==> src/rtl/ifu_fetch.sv <==
// Instruction fetch unit: owns the PC, issues word fetches, buffers returned words for decode.
// Optional build macro IFU_MISALIGN_CHK_EN traps misaligned redirect targets into HALT.
module ifu_fetch #(
  parameter int                  PC_WIDTH   = 64,
  parameter int                  INST_WIDTH = 32,
  parameter logic [PC_WIDTH-1:0] RESET_PC   = 64'h8000_0000,
  parameter int                  FIFO_DEPTH = 2
) (
  input  logic                  clk,
  input  logic                  rst_n,
  output logic                  imem_req_valid,
  input  logic                  imem_req_ready,
  output logic [PC_WIDTH-1:0]   imem_req_addr,
  input  logic                  imem_rsp_valid,
  input  logic [INST_WIDTH-1:0] imem_rsp_data,
  output logic                  inst_valid,
  input  logic                  inst_ready,
  output logic [INST_WIDTH-1:0] inst,
  output logic [PC_WIDTH-1:0]   inst_pc,
  input  logic                  redirect_valid,
  input  logic [PC_WIDTH-1:0]   redirect_pc,
  input  logic                  halt_req,
  output logic                  halted,
  output logic                  misalign_err
);

  localparam int AW = $clog2(FIFO_DEPTH);
  localparam int CW = $clog2(FIFO_DEPTH + 1);

  typedef enum logic [1:0] {BOOT, RUN, HALT} state_t;

  // Handshakes: a transfer happens on a rising edge where valid & ready are both high;
  // the request holds valid/addr until accepted unless a redirect or halt flushes fetch.
  state_t                state_q, state_d;
  logic [PC_WIDTH-1:0]   fetch_pc_q, fetch_pc_d;
  logic [CW-1:0]         inflight_q, inflight_d;
  logic [CW-1:0]         drop_q, drop_d;
  logic [CW-1:0]         fifo_cnt_q, fifo_cnt_d;
  logic [AW-1:0]         rd_ptr_q, rd_ptr_d, wr_ptr_q, wr_ptr_d;
  logic [AW-1:0]         pcq_rd_q, pcq_rd_d, pcq_wr_q, pcq_wr_d;
  logic [INST_WIDTH-1:0] fifo_inst_q [FIFO_DEPTH];
  logic [INST_WIDTH-1:0] fifo_inst_d [FIFO_DEPTH];
  logic [PC_WIDTH-1:0]   fifo_pc_q [FIFO_DEPTH];
  logic [PC_WIDTH-1:0]   fifo_pc_d [FIFO_DEPTH];
  logic [PC_WIDTH-1:0]   pcq_q [FIFO_DEPTH];
  logic [PC_WIDTH-1:0]   pcq_d [FIFO_DEPTH];
  logic                  misalign_q, misalign_d;

  logic [PC_WIDTH-1:0] redir_pc;
  logic                bad_align, stop, redir, flush;
  logic                req_fire, rsp_drop, enq, deq;
  logic [CW:0]         credit_used;

`ifdef IFU_MISALIGN_CHK_EN
  assign redir_pc  = redirect_pc;
  assign bad_align = redirect_valid && (redirect_pc[1:0] != 2'b00);
`else
  assign redir_pc  = redirect_pc & ~PC_WIDTH'(3);
  assign bad_align = 1'b0;
`endif

  // Halt (or a trapped misaligned redirect) beats a plain redirect in the same cycle.
  assign stop  = (state_q == RUN) && (halt_req || bad_align);
  assign redir = (state_q == RUN) && redirect_valid && !stop;
  assign flush = stop || redir;

  // Credits cover both buffered and in-flight words, so a returning word always has a slot.
  assign credit_used    = {1'b0, inflight_q} + {1'b0, fifo_cnt_q};
  assign imem_req_valid = (state_q == RUN) && (credit_used < (CW+1)'(FIFO_DEPTH));
  assign imem_req_addr  = fetch_pc_q;
  assign req_fire       = imem_req_valid && imem_req_ready;

  assign rsp_drop   = imem_rsp_valid && (drop_q != '0);
  assign enq        = imem_rsp_valid && !rsp_drop && (state_q == RUN) && !flush;
  assign inst_valid = (fifo_cnt_q != '0);
  assign deq        = inst_valid && inst_ready && !flush;

  assign inst         = fifo_inst_q[rd_ptr_q];
  assign inst_pc      = fifo_pc_q[rd_ptr_q];
  assign halted       = (state_q == HALT) && (inflight_q == '0) && (fifo_cnt_q == '0);
  assign misalign_err = misalign_q;

  always_comb begin
    state_d     = state_q;
    fetch_pc_d  = fetch_pc_q;
    inflight_d  = inflight_q + CW'(req_fire) - CW'(imem_rsp_valid);
    drop_d      = drop_q;
    fifo_cnt_d  = fifo_cnt_q;
    rd_ptr_d    = rd_ptr_q;
    wr_ptr_d    = wr_ptr_q;
    pcq_rd_d    = pcq_rd_q;
    pcq_wr_d    = pcq_wr_q;
    fifo_inst_d = fifo_inst_q;
    fifo_pc_d   = fifo_pc_q;
    pcq_d       = pcq_q;
    misalign_d  = misalign_q || ((state_q == RUN) && bad_align);

    case (state_q)
      BOOT:    state_d = RUN;
      RUN:     if (stop) state_d = HALT;
      default: state_d = HALT;
    endcase

    if (redir) fetch_pc_d = redir_pc;
    else if (req_fire) fetch_pc_d = fetch_pc_q + PC_WIDTH'(4);

    // The PC queue tracks every outstanding fetch, dropped or not, in issue order.
    if (req_fire) begin
      pcq_d[pcq_wr_q] = fetch_pc_q;
      pcq_wr_d        = pcq_wr_q + AW'(1);
    end
    if (imem_rsp_valid) pcq_rd_d = pcq_rd_q + AW'(1);

    if (rsp_drop) drop_d = drop_q - CW'(1);
    if (flush) drop_d = inflight_d;

    if (flush) begin
      fifo_cnt_d = '0;
      rd_ptr_d   = wr_ptr_q;
    end else begin
      if (enq) begin
        fifo_inst_d[wr_ptr_q] = imem_rsp_data;
        fifo_pc_d[wr_ptr_q]   = pcq_q[pcq_rd_q];
        wr_ptr_d              = wr_ptr_q + AW'(1);
      end
      if (deq) rd_ptr_d = rd_ptr_q + AW'(1);
      fifo_cnt_d = fifo_cnt_q + CW'(enq) - CW'(deq);
    end
  end

  always_ff @(posedge clk or negedge rst_n) begin
    if (!rst_n) begin
      state_q    <= BOOT;
      fetch_pc_q <= RESET_PC;
      inflight_q <= '0;
      drop_q     <= '0;
      fifo_cnt_q <= '0;
      rd_ptr_q   <= '0;
      wr_ptr_q   <= '0;
      pcq_rd_q   <= '0;
      pcq_wr_q   <= '0;
      misalign_q <= 1'b0;
      for (int i = 0; i < FIFO_DEPTH; i++) begin
        fifo_inst_q[i] <= '0;
        fifo_pc_q[i]   <= '0;
        pcq_q[i]       <= '0;
      end
    end else begin
      state_q     <= state_d;
      fetch_pc_q  <= fetch_pc_d;
      inflight_q  <= inflight_d;
      drop_q      <= drop_d;
      fifo_cnt_q  <= fifo_cnt_d;
      rd_ptr_q    <= rd_ptr_d;
      wr_ptr_q    <= wr_ptr_d;
      pcq_rd_q    <= pcq_rd_d;
      pcq_wr_q    <= pcq_wr_d;
      misalign_q  <= misalign_d;
      fifo_inst_q <= fifo_inst_d;
      fifo_pc_q   <= fifo_pc_d;
      pcq_q       <= pcq_d;
    end
  end

endmodule

==> config.mk <==
export PLATFORM = sky130hd
export DESIGN_NAME = ifu_fetch
export DESIGN_NICKNAME = d
export VERILOG_FILES = /design/src/rtl/ifu_fetch.sv
export SDC_FILE = /design/constraint.sdc
export NUM_CORES = 1
export LEC_CHECK = 0
export ABC_AREA = 0
export CORE_AREA = 5 5 207 209
export CTS_CLUSTER_DIAMETER = 30
export CTS_CLUSTER_SIZE = 10
export DETAILED_ROUTE_END_ITERATION = 7
export DIE_AREA = 0 0 212 214
export PLACE_DENSITY_LB_ADDON = 0.1
export SETUP_SLACK_MARGIN = 0.2
export SLEW_MARGIN = 20
export SYNTH_ARGS = -nofsm -noshare
export SYNTH_HDL_FRONTEND = slang
export SYNTH_SLANG_ARGS = --single-unit
==> constraint.sdc <==
create_clock -name clk -period 4.6 [get_ports clk]
set_clock_uncertainty 0.2 [all_clocks]
set_input_delay 0.69 -clock clk [delete_from_list [all_inputs] [get_ports clk]]
set_output_delay 0.69 -clock clk [all_outputs]
set_load 0.005 [all_outputs]
## Word-level counts from Yosys, hierarchy flattened

Index checks and enable logic that the tools add are counted.

| word-level totals | value |
|---|---|
| logic and storage cells | 96 |
| bits in registers | 396 |
| bits of input ports | 103 |
| output and inout bits | 164 |

| operators by class | value |
|---|---|
| equal/unequal tests | 3 |
| bitwise operators | 5 |
| mux-type cells | 27 |
| add/subtract/negate cells | 11 |
| $lt $le $gt $ge | 7 |
| reduce and logical (&&, ||, !) cells | 28 |

Operator list:

| cell | count |
|---|---|
| 64-bit two-way mux | 10 |
| 128-bit bitwise mux | 2 |
| 64-bit demux with 1-bit select | 2 |
| 32-bit two-way mux | 4 |
| 64-bit by 3-bit adder with 64-bit output (second input constant) | 1 |
| 64-bit bitwise mux | 1 |
| 32-bit demux with 1-bit select | 1 |
| 1-bit logical AND | 15 |
| 2-bit nonzero test | 5 |
| 2-bit greater-or-equal comparator (second input constant) | 4 |
| 2-bit two-way mux | 4 |
| 1-bit NOT with 2-bit output | 4 |
| 2-bit logical NOT | 3 |
| 1-bit adder (second input constant) | 4 |
| 2-bit by 1-bit adder with 2-bit output | 2 |
| 2-bit by 1-bit < comparator with 1-bit output (second input constant) | 2 |
| 2-bit one-hot mux with 2 select lines | 1 |
| 2-bit by 1-bit subtractor with 2-bit output | 2 |
| 2-bit by 2-bit adder with 3-bit output | 1 |
| 1-bit logical NOT | 3 |
| 3-bit by 2-bit < comparator with 1-bit output (second input constant) | 1 |
| 2-bit by 1-bit equality test with 1-bit output (second input constant) | 1 |
| 2-bit equality test (second input constant) | 1 |
| 1-bit two-way mux | 2 |
| 5 further kinds | 5 |

## Depth between registers and ports, before layout

Gate-level depths: netlist of run 1.

| logic depth | value |
|---|---|
| word-level depth | 10 |
| gate-level depth with buffers | 13 |
| gate-level depth less buffers | 12 |

## Least setup slack after synthesis of run 1

No wires, ideal clock.

| timing | value |
|---|---|
| kind | flip-flop to flip-flop |
| from | reg fifo_cnt_q[0] |
| to | reg drop_q[1] |
| cell stages (with the launch flop) | 14 |
| path slack | 1.431 ns |
| arrival time | 2.828 ns |
| required time | 4.259 ns |
| path buffers | 1 |
| period minus slack after synthesis | 3.169 ns |
| cell sequence | dfrtp_1 and2_1 fa_1 or4b_1 buf_2 nor2_1 inv_2 ha_1 inv_1 ha_1 xnor2_1 xnor2_1 nand2_1 o21ai_0 |

| between the ends | value |
|---|---|
| cells in the longest elaborated chain, start to end | 7 |

Ends and longest elaborated chain:

| element | line | source |
|---|---|---|
| from (decl) | 38 | `logic [CW-1:0] fifo_cnt_q, fifo_cnt_d;` |
| from (signal assigned) | 153 | `fifo_cnt_q <= fifo_cnt_d;` |
| 2-bit by 2-bit adder with 3-bit output | 68 | `assign credit_used = {1'b0, inflight_q} + {1'b0, fifo_cnt_q};` |
| 3-bit by 2-bit < comparator with 1-bit output | 69 | `assign imem_req_valid = (state_q == RUN) && (credit_used < (CW+1)'(FIFO_DEPTH));` |
| 1-bit logical AND | 69 |  |
| 1-bit logical AND | 71 | `assign req_fire = imem_req_valid && imem_req_ready;` |
| 2-bit by 1-bit adder with 2-bit output | 86 | `inflight_d = inflight_q + CW'(req_fire) - CW'(imem_rsp_valid);` |
| 2-bit by 1-bit subtractor with 2-bit output | 86 |  |
| via inflight_d[1] | 36 | `logic [CW-1:0] inflight_q, inflight_d;` |
| 2-bit two-way mux | 115 | `if (flush) drop_d = inflight_d;` |
| to (signal assigned) | 152 | `drop_q <= drop_d;` |
| to (decl) | 37 | `logic [CW-1:0] drop_q, drop_d;` |

The timed path passes the listed nets, and every way through them passes these cells.
A chain may end at the register's enable or synchronous reset.

## Worst setup path in the final report of run 1

| timing | value |
|---|---|
| from | reg fifo_cnt_q[0] |
| to | out imem_req_valid |

| between the ends | value |
|---|---|
| cells in the longest elaborated chain, start to end | 3 |

Ends and longest elaborated chain:

| element | line | source |
|---|---|---|
| 2-bit by 2-bit adder with 3-bit output | 68 |  |
| 3-bit by 2-bit < comparator with 1-bit output | 69 |  |
| 1-bit logical AND | 69 |  |
| to (decl) | 11 | `output logic imem_req_valid,` |

Every way passes these cells.

==> flow_summary.json, run 1 <==
{
  "status": "finished with violations",
  "violations": "hold timing",
  "post_cts_buffers": 0,
  "initial_core_util_pct": 42.6,
  "maxClockFrequency_mhz": 254,
  "groute.usage.overall_pct": 20.9,
  "drc": 0,
  "grt_pass1_wl_um": 75200,
  "hp-class": "in2async",
  "cp-startpoint": "fifo_cnt_q[0]$_DFF_PN0_",
  "io_pins": 267,
  "htreeDepth": 3,
  "yosysTopAreaCell": "dfrtp_1",
  "synthTopCellsByArea": "dfrtp_1 56%, mux2_2 18%, mux2i_1 3.6%",
  "row_count": 74,
  "grt_pass1_vias": 13300,
  "nNetsFinal": 1901,
  "power_w": 0.0139,
  "worst_pin_slew_ns": 1.13,
  "cts.sinks": 386,
  "clock-root-buffer": "clkbuf_16",
  "leakage_nw": 10.9,
  "cts_resized": 0,
  "drive_above_1_share_pct": 24.9,
  "grt_max_degree": 114,
  "dr.pass1.iters": 6,
  "max_cap_viol_count": 0,
  "syn_inst": 1507,
  "period_needed_ns": 3.94,
  "finalCritPeriodShare_pct": 85.5,
  "drtIter0Drc": 666,
  "timing.hold.ws_ns": -0.00838,
  "syn_area_sq_mm": 0.0173,
  "critPathMaxFanout": 8,
  "cts_buffers": 94,
  "cts_tree": "yes",
  "max_slew_margin_pct": 24.8,
  "dieArea_sq_mm": 0.0454,
  "via_per_inst": 5.23,
  "wire_per_inst_um": 19.8,
  "dp_hpwl_um": 31300,
  "hold_buffers": 0,
  "syn_avg_cell_area_sq_um": 11.5,
  "final_util_pct": 58.8,
  "clk_pin_slew_ns": 0.05,
  "synth_top_area_share_pct": 55.7,
  "antenna_found_initial": 3,
  "grt_overflow": 0,
  "yosysSeqAreaShare_pct": 55.8,
  "place_congestion": 0.859,
  "cts_buffer_depth": 3,
  "coreArea_sq_mm": 0.0406,
  "startpoint_type": "flop",
  "area_delta_synth_final_pct": 38.1,
  "ant_nets": 0,
  "wirelength_um": 47700,
  "yosysUniqueCellTypes": 40,
  "path_class": "reg2out",
  "setup.worst_path.end_class": "output pin",
  "critical_path_arrival_ns": 3.05,
  "worstReg2RegStart": "fifo_cnt_q[0]$_DFF_PN0_",
  "grt_setup_unrepaired": "no",
  "setup_tns_ns": 0,
  "synth_seq_cells": 386,
  "dieWidth_um": 212,
  "hold_viol": 22,
  "yosys_warnings": 0,
  "vdd_drop_max_mv": 0.534,
  "finalSetupViolations": 0,
  "power.density_mw_per_mm2": 580,
  "io_buffers": 259,
  "vias": 12600,
  "worstPathRequired_ns": 3.71,
  "insertion_delay_ns": 0.59,
  "report.final.slew_viol_count": 0,
  "die-height_um": 214
}
==> state kept, by name, indices dropped and copies added (netlist names) <==
signal / cells
drop_q: 2
fifo_cnt_q: 2
fifo_inst_q: 64
fifo_pc_q: 124
imem_req_addr: 62
inflight_q: 2
pcq_q: 124
pcq_rd_q: 1
pcq_wr_q: 1
rd_ptr_q: 1
state_q: 2
wr_ptr_q: 1
==> cells by family after synthesis <==
kind of cell / share of synthesized area, %
AOI/OAI and AO/OA: 6.04
other: 0.0217
adders and majority gates: 0.550
and+or+nand+nor: 10.6
DFF: 55.8
buffers and inverters: 2.50
muxes: 21.2
xor gates and xnor gates: 3.29
==> layout make-up <==
type | count | area, sq um
multi-input combinational | 1016 | 7250
fill | 3347 | 16800
inverter | 16 | 60.1
clock inverter | 48 | 724
timing repair buffer | 277 | 2800
antenna | 2 | 5.00
sequential | 386 | 9670
tap | 532 | 666
clock buffer | 128 | 2730
==> worst max-delay path: stages (launching register included) <==
cell             delay, ns
dfrtp_1               0.38
and2_1                0.17
fa_1                  0.44
or4b_1                0.74
inv_1                 0.18
clkdlybuf4s50_1       0.54
==> report_power, final <==
group	internal (W)	switching (W)
Clock	0.00510	0.00196
Combinational	0.00124	0.000799
Sequential	0.00393	0.000824
Total	0.0103	0.00358
==> placed cells by master (no fill, tap or decap), types with 14 or more instances in the layout <==
| cell type | n |
|---|---|
| clkinv_2 | 22 |
| mux2_2 | 270 |
| o21ai_0 | 109 |
| nand2_1 | 153 |
| clkdlybuf4s50_1 | 258 |
| nand3_1 | 38 |
| nor2_1 | 104 |
| bufinv_16 | 18 |
| o21ai_1 | 18 |
| dfrtp_1 | 383 |
| inv_1 | 15 |
| xor2_1 | 26 |
| clkbuf_1 | 14 |
| a21oi_1 | 74 |
| clkbuf_16 | 98 |
| nor3_1 | 23 |
| clkbuf_8 | 16 |
| mux2i_1 | 62 |
| xnor2_1 | 39 |
| nand4_1 | 26 |
==> worst paths after layout <==
kind	endpoint	slack, ns	cells after the start
max in group asynchronous	fifo_inst_q[47]$_DFFE_PN0P_	3.15	2
max	imem_req_valid	0.66	5
min	imem_req_addr[26]$_DFFE_PN0P_	-0.008	1
min in group clk	fifo_pc_q[30]$_DFFE_PN0P_	0.27	2
max reg2reg	pcq_q[58]$_DFFE_PN0P_	0.74	7
min reg2reg	fifo_pc_q[30]$_DFFE_PN0P_	0.27	2
==> routing by layer <==
metal  GRT usage, %  share of wire, %  vias to the layer above
met3           5.71               5.8                       77
li1               -                 -                     5889
met2           32.9                47                      330
met1           28.0                44                     6288
met4           7.30               2.5                        4
met5              0             0.071                        -
==> through the flow <==
step,instance area [sq um],worst slack [ns],hold WS [ns],cells
final,23900,0.665,-0.00838,2405
after global routing,23900,0.596,0.0476,2404
after CTS,23900,0.668,0.00836,2403
after detailed placement,20400,0.808,0.265,2227
after global placement,20400,0.887,0.255,2227
after floorplan,17300,1.43,0.194,1511
==> cell usage after synthesis <==
cell      count
a21oi_1      74
or4_1         1
buf_2         4
xnor2_1      39
a21o_1        1
or2_1         1
or2_2         2
ha_1          6
or4b_1        1
and4_1        4
nor4_4        1
or3_1         6
clkbuf_1     58
o21ai_0     109
nand4_2       2
buf_4         5
xor2_1       26
nand2_1     154
dfstp_2       1
inv_2         1
nor3_1       23
and2_1        4
dfrtp_1     385
conb_1        1
nand4_1      26
nor2_1      105
o21ai_1      18
inv_1        15
fa_1          1
nor4_2        2
nand3_1      38
nor4_1       13
mux2_2      270
buf_1        26
nor2b_1       3
mux2i_1      62
and3_1       11
and3b_1       1
a31oi_1       5
nand2b_1      2
(Power assumes the default switching activity.)
==> run 2: changes to the inputs <==
PLACE_DENSITY_LB_ADDON = 0.3   (was 0.1)
==> run 2 against run 1 <==
Net effect: the run now ends clean; routed wire length is 1.0% lower; worst setup slack gained 0.033 ns; clock-buffer cell count is 7 lower; sequential cell count stayed put; critical path depth unchanged; global-route usage fell by 0.22 points.
==> flow_summary.json, run 2 (synthesis gave the netlist of run 1 again) <==
{
  "path_class": "reg2out",
  "ant_nets": 0,
  "cts_buffer_depth": 3,
  "die-height_um": 214,
  "hold_viol": 0,
  "place_congestion": 0.859,
  "worstPathRequired_ns": 3.71,
  "grt_pass1_wl_um": 74500,
  "row_count": 74,
  "r2r_slack_ns": 0.79,
  "drtIter0Drc": 683,
  "power.density_mw_per_mm2": 566,
  "groute.usage.overall_pct": 20.7,
  "power_switching_w": 0.00357,
  "worstReg2RegStart": "inflight_q[0]$_DFF_PN0_",
  "regArea_sq_mm": 0.00967,
  "hold_buffers": 1,
  "post_cts_buffers": 0,
  "initial_core_util_pct": 42.6,
  "max_slew_margin_pct": 28.1,
  "cts_resized": 0,
  "wire_per_inst_um": 19.7,
  "post-place-ws_ns": 0.832,
  "vdd_drop_max_mv": 0.390,
  "report.final.slew_viol_count": 0,
  "finalSetupViolations": 0,
  "r2r-end": "imem_req_addr[55]$_DFFE_PN0P_",
  "drive_above_1_share_pct": 24.5,
  "dieWidth_um": 212,
  "htreeDepth": 3,
  "insertion_delay_ns": 0.60,
  "max_cap_viol_count": 0,
  "hp-class": "reg2reg",
  "grt_overflow": 0,
  "wirelength_um": 47200,
  "dr.pass1.iters": 6,
  "io_pins": 267,
  "p_sw_share_pct": 26.7,
  "worst_slack_ns": 0.698,
  "final_common_cell": "dfrtp_1",
  "reg_top3": "fifo_pc_q x124, pcq_q x124, fifo_inst_q x64",
  "critical_path_arrival_ns": 3.01,
  "setup_tns_ns": 0,
  "via_per_inst": 5.24,
  "period_needed_ns": 3.90,
  "cts.sinks": 386,
  "cp-startpoint": "inflight_q[0]$_DFF_PN0_",
  "area_delta_synth_final_pct": 36.9,
  "startpoint_type": "flop",
  "vias": 12500,
  "power.share.combinational_pct": 15.7,
  "holdCritStartpoint": "fifo_pc_q[49]$_DFFE_PN0P_",
  "leakage_nw": 10.8,
  "seq_power_share_pct": 34.9,
  "layout_common_cells": "383 x dfrtp_1, 270 x mux2_2, 258 x clkdlybuf4s50_1",
  "clock-root-buffer": "clkbuf_16",
  "critPathMaxFanout": 8,
  "coreArea_sq_mm": 0.0406,
  "maxClockFrequency_mhz": 256,
  "cts_buffers": 92,
  "io_buffers": 259,
  "r2r_cells": 7,
  "dieArea_sq_mm": 0.0454,
  "finalCritPeriodShare_pct": 84.8,
  "holdPathStages": 2,
  "dp_hpwl_um": 31200,
  "grt_max_degree": 91,
  "worst_pin_slew_ns": 1.08,
  "setup.worst_path.end_class": "output pin",
  "grt_setup_unrepaired": "no",
  "status": "finished, final reports clean",
  "hold_end": "fifo_pc_q[49]$_DFFE_PN0P_",
  "clk_pin_slew_ns": 0.04,
  "nNetsFinal": 1899,
  "multi_input_area_sq_mm": 0.00725,
  "clkPwrFrac_pct": 49.4,
  "drc": 0,
  "cts_tree": "yes",
  "fillers": 3347,
  "p_int_w": 0.00982,
  "grt_pass1_vias": 13400,
  "antenna_found_initial": 3,
  "power_w": 0.0134
}
-- run 2: power by group through the flow --
stage               combinational (W)  sequential [W]  clock (W)
floorplan                     0.00133         0.00432          0
global placement              0.00207         0.00470          0
detailed placement            0.00212         0.00473          0
CTS                           0.00214         0.00468    0.00673
global route                  0.00230         0.00476    0.00692
finish                        0.00211         0.00468    0.00661
-- run 2: how the worst max path moves through the flow --
stage	end	slack, ns	depth (start not counted)
floorplan	drop_q[1]$_DFFE_PN0P_	1.43	13
global placement	drop_q[1]$_DFFE_PN0P_	0.88	12
detailed placement	drop_q[1]$_DFFE_PN0P_	0.83	12
CTS	imem_req_valid	0.67	5
global route	drop_q[1]$_DFFE_PN0P_	0.60	12
finish	imem_req_valid	0.70	5
-- run 2: critical path: stages (launching register included) --
cell	delay (ns)
dfrtp_1	0.40
and2_1	0.16
fa_1	0.44
or4b_1	0.73
inv_1	0.18
clkdlybuf4s50_1	0.52
-- run 2: layout make-up --
| cell class | count | share of cell area [%] |
|---|---|---|
| Clock inverter | 46 | 2.63 |
| Timing Repair Buffer | 277 | 11.9 |
| Tap cell | 532 | 2.81 |
| Inverter | 16 | 0.254 |
| Clock buffer | 121 | 11.0 |
| Antenna cell | 1 | 0.0106 |
| Sequential cell | 386 | 40.8 |
| Multi-Input combinational cell | 1016 | 30.6 |
-- run 2: stage by stage --
stage	util (%)	cells	cell area [sq um]	hold WS, ns
global route	58.3	2395	23700	0.283
CTS	58.3	2394	23700	0.274
finish	58.3	2395	23700	0.268
detailed placement	50.3	2226	20500	0.265
floorplan	-	1511	17300	0.194
global placement	50.3	2226	20500	0.255
-- run 2: routing by layer --
metal  share of wire, %  wire [um]  track usage (%)  vias to the layer above
met4                2.3       1070             7.17                        4
met1                 43      20400             26.9                     6272
met5              0.051         24                0                        -
met2                 48      22700             33.7                      325
li1                   -          -                -                     5870
met3                6.4       3010             5.21                       68
==> run 3: changes to the inputs <==
clock period = 3.4 ns   (was 4.6 ns; I/O delays follow)
==> run 3 against run 2 <==
Net effect: final area grew 2.0%; largest power group unchanged; register-to-register slack worse by 0.59 ns; clock-buffer cell count down 15; critical path type unchanged; clock power rose by 31%.
==> flow_summary.json, run 3 (synthesis gave the netlist of run 1 again) <==
{
  "cts.sinks": 386,
  "path_class": "reg2out",
  "vias": 12800,
  "seq_power_share_pct": 34.9,
  "initial_core_util_pct": 42.6,
  "regArea_sq_mm": 0.00967,
  "startpoint_type": "flop",
  "via_per_inst": 5.25,
  "final_common_cell": "dfrtp_1",
  "crit_buf_inv": 3,
  "vdd_drop_max_mv": 0.366,
  "p_sw_share_pct": 26.7,
  "antenna_found_initial": 3,
  "grt_setup_unrepaired": "yes",
  "row_count": 74,
  "hp-class": "reg2reg",
  "dp_hpwl_um": 32500,
  "dieArea_sq_mm": 0.0454,
  "cts_buffers": 86,
  "fin_area_sq_mm": 0.0241,
  "clk_pin_slew_ns": 0.04,
  "grt_pass1_vias": 13500,
  "max_slew_margin_pct": 44.4,
  "status": "finished, final reports clean",
  "crit_chain": "and2_4, fa_1, or4b_4, buf_4, inv_2, clkbuf_2",
  "grt_max_degree": 101,
  "power.share.combinational_pct": 17.2,
  "critical_path_arrival_ns": 2.50,
  "coreArea_sq_mm": 0.0406,
  "insertion_delay_ns": 0.58,
  "wire_per_inst_um": 19.8,
  "finalSetupViolations": 0,
  "worst_pin_slew_ns": 0.834,
  "finalCritPeriodShare_pct": 94.5,
  "clkPwrFrac_pct": 47.9,
  "area_delta_synth_final_pct": 39.6,
  "worstReg2RegStart": "inflight_q[0]$_DFF_PN0_",
  "critPathMaxFanout": 2,
  "grt_overflow": 0,
  "io_buffers": 259,
  "place_congestion": 0.884,
  "setup.worst_path.end_class": "output pin",
  "dr.pass1.iters": 5,
  "clock-root-buffer": "clkbuf_16",
  "hold_end": "fifo_pc_q[24]$_DFFE_PN0P_",
  "max_cap_viol_count": 0,
  "max_stage_delay_ns": 0.56,
  "r2r-end": "imem_req_addr[63]$_DFFE_PN0P_",
  "r2r_cells": 10,
  "cts_tree": "yes",
  "setup_tns_ns": 0,
  "wirelength_um": 48100,
  "hold_viol": 0,
  "multi_input_area_sq_mm": 0.00738,
  "cp-startpoint": "inflight_q[0]$_DFF_PN0_",
  "die-height_um": 214,
  "nNetsFinal": 1939,
  "io_pins": 267,
  "maxClockFrequency_mhz": 311,
  "reg_top3": "fifo_pc_q x124, pcq_q x124, fifo_inst_q x64",
  "power.density_mw_per_mm2": 746,
  "worstPathRequired_ns": 2.69,
  "drc": 0,
  "layout_common_cells": "383 x dfrtp_1, 270 x mux2_2, 257 x clkdlybuf4s50_1",
  "drive_above_1_share_pct": 27.3,
  "final_util_pct": 59.4,
  "cts_buffer_depth": 3,
  "period_needed_ns": 3.21,
  "power_switching_w": 0.00482,
  "report.final.slew_viol_count": 0,
  "p_int_w": 0.0132,
  "dieWidth_um": 212,
  "cpMaxStageDelayCell": "or4b_4",
  "grt_pass1_wl_um": 76200,
  "post-place-ws_ns": -0.0148,
  "fillers": 3301,
  "leakage_nw": 11.0,
  "htreeDepth": 3,
  "r2r_slack_ns": 0.20,
  "drtIter0Drc": 801,
  "postPlaceCellArea_sq_mm": 0.0208,
  "ant_nets": 0,
  "cp_top_family": "simple AND/OR/NAND/NOR gates",
  "worst_slack_ns": 0.186,
  "holdPathStages": 2,
  "groute.usage.overall_pct": 21.1,
  "holdCritStartpoint": "fifo_pc_q[24]$_DFFE_PN0P_"
}
[run 3: what timing repair did]
action	4_1_cts	5_1_grt
hold buffers	1	0
setup endpoints to repair	100	38
buffers inserted	10	7
resized for setup	10	25
hold endpoints to repair	90	0
pin swaps	6	14
gates cloned	0	0
[run 3: worst min-delay path, delay by kind of cell (launching register included)]
kind            cells  cell delay, ns
flops               1            0.33
compound gates      1            0.06
simple gates        1            0.05
[run 3: how the worst max path moves through the flow]
stage / endpoint / depth (start not counted)
finish: imem_req_valid / 6
CTS: imem_req_addr[63]$_DFFE_PN0P_ / 10
detailed placement: imem_req_addr[63]$_DFFE_PN0P_ / 7
floorplan: drop_q[1]$_DFFE_PN0P_ / 13
global route: drop_q[1]$_DFFE_PN0P_ / 13
global placement: imem_req_addr[55]$_DFFE_PN0P_ / 7
[run 3: routing by layer]
metal  global-route usage [%]  up-vias  wire length, um
li1                         -     5940                -
met1                     27.6     6343            20500
met2                     33.9      386            23100
met3                     5.71       82             3430
met4                     7.15        4             1080
met5                        0        -               25
[run 3: layout make-up]
class | instances | area share, %
Antenna cell | 1 | 0.0104
Clock buffer | 106 | 9.73
Clock inverter | 50 | 2.97
Inverter | 16 | 0.249
Multi-Input combinational cell | 1016 | 30.6
Sequential cell | 386 | 40.0
Tap cell | 532 | 2.76
Timing Repair Buffer | 323 | 13.7
[run 3: stage by stage]
stage / power (W) / hold slack [ns] / std cells
2_1_floorplan: 0.00766 / 0.0144 / 1511
3_3_place_gp: 0.00925 / 0.256 / 2255
3_5_place_dp: 0.00933 / 0.264 / 2255
4_1_cts: 0.0182 / 0.245 / 2422
5_1_grt: 0.0188 / 0.266 / 2430
6_report: 0.0180 / 0.267 / 2430
[run 3: power groups by stage]
| stage | Sequential [W] | Clock [W] | Combinational (W) |
|---|---|---|---|
| finish | 0.00629 | 0.00864 | 0.00310 |
| global route | 0.00639 | 0.00908 | 0.00337 |
| CTS | 0.00628 | 0.00880 | 0.00310 |
| detailed placement | 0.00638 | 0 | 0.00295 |
| global placement | 0.00633 | 0 | 0.00291 |
| floorplan | 0.00585 | 0 | 0.00181 |
